--- src/rtl/prehisle_pkg.sv ---
// Shared definitions for the 68K -> Z80 sound-latch bridge.
//   - m68k_state_e   : 68K bus-cycle FSM states
//   - DTACK_DELAY_DEFAULT : default strobe-to-DTACK latency in clocks
//   - is_latch_write : decodes a 68K byte write to the latch
package prehisle_pkg;

  localparam int unsigned LATCH_W             = 8;
  localparam int unsigned DTACK_CNT_W         = 4;
  localparam int unsigned DTACK_DELAY_DEFAULT = 2;

  typedef enum logic [1:0] {
    ST_IDLE    = 2'd0,
    ST_WAIT    = 2'd1,
    ST_ACK     = 2'd2,
    ST_RELEASE = 2'd3
  } m68k_state_e;

  // A latch write needs the select, a write cycle and the lower byte strobe.
  function automatic logic is_latch_write(input logic cs, input logic rw, input logic lds_n);
    return cs & ~rw & ~lds_n;
  endfunction

endpackage

--- src/rtl/strobe_edge.sv ---
// Registered rise/fall detector for a level strobe.
// Ports:
//   clk, reset : clock and synchronous active-high reset
//   strobe_i   : level to watch
//   rise_c_o   : strobe is high now and was low last clock
//   fall_c_o   : strobe is low now and was high last clock
module strobe_edge (
  input  logic clk,
  input  logic reset,
  input  logic strobe_i,
  output logic rise_c_o,
  output logic fall_c_o
);

  logic prev_q;

  // One-clock history of the strobe; cleared on reset so no false edge follows.
  always_ff @(posedge clk) begin
    if (reset) begin
      prev_q <= 1'b0;
    end else begin
      prev_q <= strobe_i;
    end
  end

  assign rise_c_o = strobe_i & ~prev_q;
  assign fall_c_o = ~strobe_i & prev_q;

endmodule

--- src/rtl/sound_latch_bridge.sv ---
// 68K -> Z80 sound command latch with DTACK generation and NMI signalling.
// Ports:
//   clk, reset     : clock, synchronous active-high reset
//   m68k_latch_cs  : 68K latch select (level, valid while AS low)
//   m68k_rw        : 68K R/W, 0 = write
//   m68k_lds_n     : 68K lower data strobe, active low
//   m68k_din       : 68K data bits 7:0
//   m68k_dtack_n   : DTACK for latch cycles, active low
//   z80_latch_cs   : Z80 latch select, MREQ qualified
//   z80_rd_n       : Z80 RD, active low
//   z80_dout       : latch contents toward the Z80 data mux
//   z80_nmi_n      : Z80 NMI request, active low
//   latch_pending  : unread command present
//   latch_overrun  : sticky, a write landed on an unread command
module sound_latch_bridge
  import prehisle_pkg::*;
#(
  parameter int unsigned DTACK_DELAY = DTACK_DELAY_DEFAULT,
  parameter int unsigned NMI_ENABLE  = 1
) (
  input  logic               clk,
  input  logic               reset,
  input  logic               m68k_latch_cs,
  input  logic               m68k_rw,
  input  logic               m68k_lds_n,
  input  logic [LATCH_W-1:0] m68k_din,
  output logic               m68k_dtack_n,
  input  logic               z80_latch_cs,
  input  logic               z80_rd_n,
  output logic [LATCH_W-1:0] z80_dout,
  output logic               z80_nmi_n,
  output logic               latch_pending,
  output logic               latch_overrun
);

  localparam logic                   NMI_EN_B  = (NMI_ENABLE != 0);
  localparam logic [DTACK_CNT_W-1:0] WAIT_LOAD = DTACK_CNT_W'(DTACK_DELAY - 1);

  m68k_state_e            state_q;
  logic [DTACK_CNT_W-1:0] cnt_q;
  logic                   dtack_n_q;
  logic [LATCH_W-1:0]     latch_q;
  logic                   pending_q, pending_d;
  logic                   overrun_q, overrun_d;
  logic                   nmi_n_q;

  logic capture_c;
  logic z80_rd_c;
  logic rd_fall_c;
  logic unused_rd_rise;

  // A write is only accepted from IDLE; RELEASE blocks back-to-back strobes.
  assign capture_c = (state_q == ST_IDLE) &&
                     is_latch_write(m68k_latch_cs, m68k_rw, m68k_lds_n);

  assign z80_rd_c = z80_latch_cs & ~z80_rd_n;

  strobe_edge u_rd_edge (
    .clk      (clk),
    .reset    (reset),
    .strobe_i (z80_rd_c),
    .rise_c_o (unused_rd_rise),
    .fall_c_o (rd_fall_c)
  );

  // 68K bus-cycle FSM with registered DTACK.
  always_ff @(posedge clk) begin
    if (reset) begin
      state_q   <= ST_IDLE;
      cnt_q     <= '0;
      dtack_n_q <= 1'b1;
    end else begin
      case (state_q)
        ST_IDLE: begin
          dtack_n_q <= 1'b1;
          if (capture_c) begin
            state_q <= ST_WAIT;
            cnt_q   <= WAIT_LOAD;
          end
        end
        ST_WAIT: begin
          // An aborted cycle drops back without DTACK; the captured data stays.
          if (!m68k_latch_cs) begin
            state_q <= ST_IDLE;
          end else if (cnt_q == '0) begin
            state_q   <= ST_ACK;
            dtack_n_q <= 1'b0;
          end else begin
            cnt_q <= cnt_q - DTACK_CNT_W'(1);
          end
        end
        ST_ACK: begin
          if (!m68k_latch_cs) begin
            state_q   <= ST_RELEASE;
            dtack_n_q <= 1'b1;
          end
        end
        ST_RELEASE: begin
          state_q   <= ST_IDLE;
          dtack_n_q <= 1'b1;
        end
        default: begin
          state_q   <= ST_IDLE;
          dtack_n_q <= 1'b1;
        end
      endcase
    end
  end

  // Pending/overrun next state: capture beats a coincident end of Z80 read,
  // and a read ending on the capture clock means the old command was consumed.
  always_comb begin
    pending_d = pending_q;
    overrun_d = overrun_q;
    if (capture_c) begin
      pending_d = 1'b1;
      if (pending_q && !rd_fall_c) begin
        overrun_d = 1'b1;
      end
    end else if (rd_fall_c) begin
      pending_d = 1'b0;
    end
  end

  // Latch data, status flags and NMI.
  always_ff @(posedge clk) begin
    if (reset) begin
      latch_q   <= '0;
      pending_q <= 1'b0;
      overrun_q <= 1'b0;
      nmi_n_q   <= 1'b1;
    end else begin
      if (capture_c) begin
        latch_q <= m68k_din;
      end
      pending_q <= pending_d;
      overrun_q <= overrun_d;
      nmi_n_q   <= ~(pending_d & NMI_EN_B);
    end
  end

  assign m68k_dtack_n  = dtack_n_q;
  assign z80_dout      = latch_q;
  assign z80_nmi_n     = nmi_n_q;
  assign latch_pending = pending_q;
  assign latch_overrun = overrun_q;

endmodule

--- config.mk ---
export PLATFORM = sky130hd
export DESIGN_NAME = sound_latch_bridge
export DESIGN_NICKNAME = d
export VERILOG_FILES = /design/src/rtl/prehisle_pkg.sv /design/src/rtl/strobe_edge.sv /design/src/rtl/sound_latch_bridge.sv
export SDC_FILE = /design/constraint.sdc
export NUM_CORES = 1
export LEC_CHECK = 0
export ABC_AREA = 0
export ABC_CLOCK_PERIOD_IN_PS = 1850
export BUFFER_PORTS_ARGS = -buffer_cell sky130_fd_sc_hd__buf_2
export CORE_MARGIN = 1
export CORE_UTILIZATION = 35
export DETAILED_ROUTE_END_ITERATION = 6
export PLACE_DENSITY = 0.64
export SLEW_MARGIN = 20
export SYNTH_ARGS = -nofsm -noshare
export SYNTH_HDL_FRONTEND = slang
export SYNTH_SLANG_ARGS = --single-unit
--- constraint.sdc ---
create_clock -name clk -period 1.85 [get_ports clk]
set_input_delay 0.0925 -clock clk [delete_from_list [all_inputs] [get_ports clk]]
set_output_delay 0.0925 -clock clk [all_outputs]
set_load 0.05 [all_outputs]
==> run summary <==
met1 WL: 944 um
register bit total from synthesis: 19
Sequential Power Share: 0.561
postcts setup bufs: 0
clock share of power: 0.280
DR iter-0 viols: 21
Fillers: 235
pwr dens: 720.9 mW/mm^2
Critical Path, Cell by Cell: inv_1 > ha_1 > nor3b_1 > nand3_1 > a21o_1
CP Class: flop to flop
Net Sw Frac: 0.2900
number of routed nets with antenna violations: 0
syn nets: 116
Post-synth EDFFs: 0
first-pass GRT wire length: 3.118 mm
DIE HEIGHT: 52.35 um
Total GRT Usage: 0.1540
drt first pass iters: 5
most frequent cell after synthesis: dfxtp_1
Die X: 52.35 um
GRT Residual Overflow: 0
WL met3: 127 um
I/O pin total: 27
Slew @ Worst Pin: 0.5647 ns
Starting Density: 0.3862
drt wl/cell: 12.50 um
Slew Limit Headroom: 0.6227
number of global-route vias before repair: 714
P_leak: 0.4380 nW
Startpoint Class: flop
Final TNS setup: 0 ns
ys flop type: dfxtp_1
Netlist Area Pre-Place: 887.1 sq um
Int Pwr: 0.5431 mW
Worst-Skew Late Latency: 0.30 ns
nets: 143
class of the worst hold path: primary input to flop
Crit. End Element: flop
HPWL Detailed: 1.367 mm
CTS Buf Count: 3
crit path time final: 1.584 ns
final hold vios: 0
Post-Syn Area per Cell: 8.961 sq um
Area contributors post-synth: dfxtp_1, a21oi_1, nand3_1
CTS HTree Levels: 1
max layer used: met4
vias per inst: 5.366
Synth top area share: 0.4288
ys async rst share: 0
RSZ-0062 raised after global routing: no
# hold bufs at CTS: 0
CTS tree: done
arrival time worst endpoint: 1.79 ns
Max Clk Rate: 0.6312 GHz
Combinational Power Share: 0.158
Worst Path Required: 2.06 ns
initial antenna violation count: 0
Setup Skew: 0.003992 ns
CTS root buf: clkbuf_4
gp weighted congestion: 0.8766
Ant. Diodes: 0
Area growth syn-to-layout: 19.61%
core area: 0.002297 sq mm
status: completed
period utilization: 0.8564
Area after DPL: 0.001033 sq mm
post-CTS sizing: 0
Die ar.: 0.002740 sq mm
total routed wirelength: 1.912 mm
Post-synth top cells: dfxtp_1, a21oi_1, nand3_1, o21ai_0, inv_1
final number of setup-violating endpoints: 0
Syn. warnings: 0
max incr delay on CP: 0.49 ns
Clk pin slew, worst setup/hold paths: 0.11 ns
sequential area share after synthesis: 0.4288
largest net degree at the start of global routing: 22
Synth area leader: dfxtp_1
Psw: 0.2218 mW
Final Cell Area: 0.001061 sq mm
total number of vias: 821
CTS Sinks: 19
Synth cell types: 34
port bufs: 26
met2 wire length: 809 um
max_cap viols: 0
fin. max-slew vios: 0
worst vdd ir: 0.0003023 V
Slowest-stage cell, CP: nor3b_1
DRC Markers: 0
layout cell share with drive strength beyond 1: 0.3120
FP Rows: 17
Crit Path Max Fanout: 4
synthesized instance count: 99
Clock Tree Buf Depth: 2
-- kinds of logic after synthesis --
family	count (synthesis)	share of synthesized area
AO/OA/AOI/OAI	33	0.2341
adder cells (fa/ha/maj)	2	0.02820
buffers and inverters	11	0.05923
flip-flops	19	0.4288
multiplexers	2	0.02257
AND/OR/NAND/NOR	32	0.2271
-- worst max-delay path, delay by kind of cell (launching register included) --
family,cells,cell delay (ns)
AOI/OAI and AO/OA,1,0.19
and+or+nand+nor,2,0.68
adders and majority gates,1,0.16
buffers and inverters,1,0.11
DFF,1,0.35
-- final timing paths --
kind,startpoint,endpoint,slack (ns),depth (start not counted)
worst max register to register,cnt_q[0],m68k_dtack_n,0.27,5
worst min register to register,latch_overrun,latch_overrun,0.45,2
worst min-delay path,m68k_din[2],z80_dout[2],0.03,3
worst max-delay path,cnt_q[0],m68k_dtack_n,0.27,5
-- per-layer routing --
| metal | global-route usage | vias to the layer above |
|---|---|---|
| li1 | - | 411 |
| met1 | 0.1955 | 371 |
| met2 | 0.2468 | 34 |
| met3 | 0.03478 | 5 |
| met4 | 0.06579 | 0 |
| met5 | 0 | - |
-- power groups by stage --
| stage | registers, mW | logic [mW] | clock network (mW) |
|---|---|---|---|
| 2_1_floorplan | 0.468 | 0.0545 | 0 |
| 3_3_place_gp | 0.438 | 0.119 | 0 |
| 3_5_place_dp | 0.439 | 0.121 | 0 |
| 4_1_cts | 0.429 | 0.121 | 0.221 |
| 5_1_grt | 0.432 | 0.132 | 0.245 |
| 6_report | 0.429 | 0.121 | 0.215 |
-- final cells by class --
| type | instances | area [sq um] | area share |
|---|---|---|---|
| flip-flops and latches | 19 | 380.4 | 0.3585 |
| clock buffers | 3 | 22.52 | 0.02123 |
| repair buffers | 28 | 145.1 | 0.1368 |
| multi-input cells | 69 | 454.2 | 0.4281 |
| well taps | 28 | 35.03 | 0.03302 |
| inverters | 5 | 18.77 | 0.01769 |
| clock inverters | 1 | 5.005 | 0.004717 |
-- state kept, by name, indices dropped and copies added (netlist names), named ones only --
signal,count
z80_dout,8
latch_pending,1
m68k_dtack_n,1
z80_nmi_n,1
latch_overrun,1
u_rd_edge.prev_q,1
state_q,1
cnt_q,4
-- metrics by stage --
| stage | setup slack [ns] | power (mW) | std cells | hold WS (ns) | utilization |
|---|---|---|---|---|---|
| 5_1_grt | 0.1534 | 0.8083 | 153 | 0.01668 | 0.4619 |
| 3_3_place_gp | 0.4147 | 0.5565 | 149 | 0.3455 | 0.4499 |
| 2_1_floorplan | 0.4798 | 0.5227 | 99 | 0.2402 | - |
| 3_5_place_dp | 0.3620 | 0.5596 | 149 | 0.3559 | 0.4499 |
| 6_report | 0.2657 | 0.7649 | 153 | 0.02889 | 0.4619 |
| 4_1_cts | 0.3137 | 0.7713 | 153 | 0.02565 | 0.4619 |
-- cell usage in the layout, fill, tap and decap left out --
master / count
or2_2: 1
a22oi_2: 1
nand4b_1: 1
or3b_1: 2
nand2_1: 2
buf_4: 2
nand3b_1: 2
nand2b_1: 2
ha_1: 2
nor3b_2: 1
nor4_1: 1
o221ai_2: 1
clkbuf_4: 3
o21ai_1: 2
nor3_1: 1
nor2b_1: 3
o311ai_0: 1
o2111ai_1: 1
o221ai_1: 1
nor2_1: 3
and4bb_2: 1
nor3b_1: 1
and3b_2: 1
mux2i_1: 2
dfxtp_1: 19
buf_2: 26
o21ai_0: 7
a31oi_1: 2
inv_1: 5
a31o_2: 1
nand3_1: 10
a21oi_1: 13
clkinv_2: 1
a21o_1: 3
(Power assumes the default switching activity.)
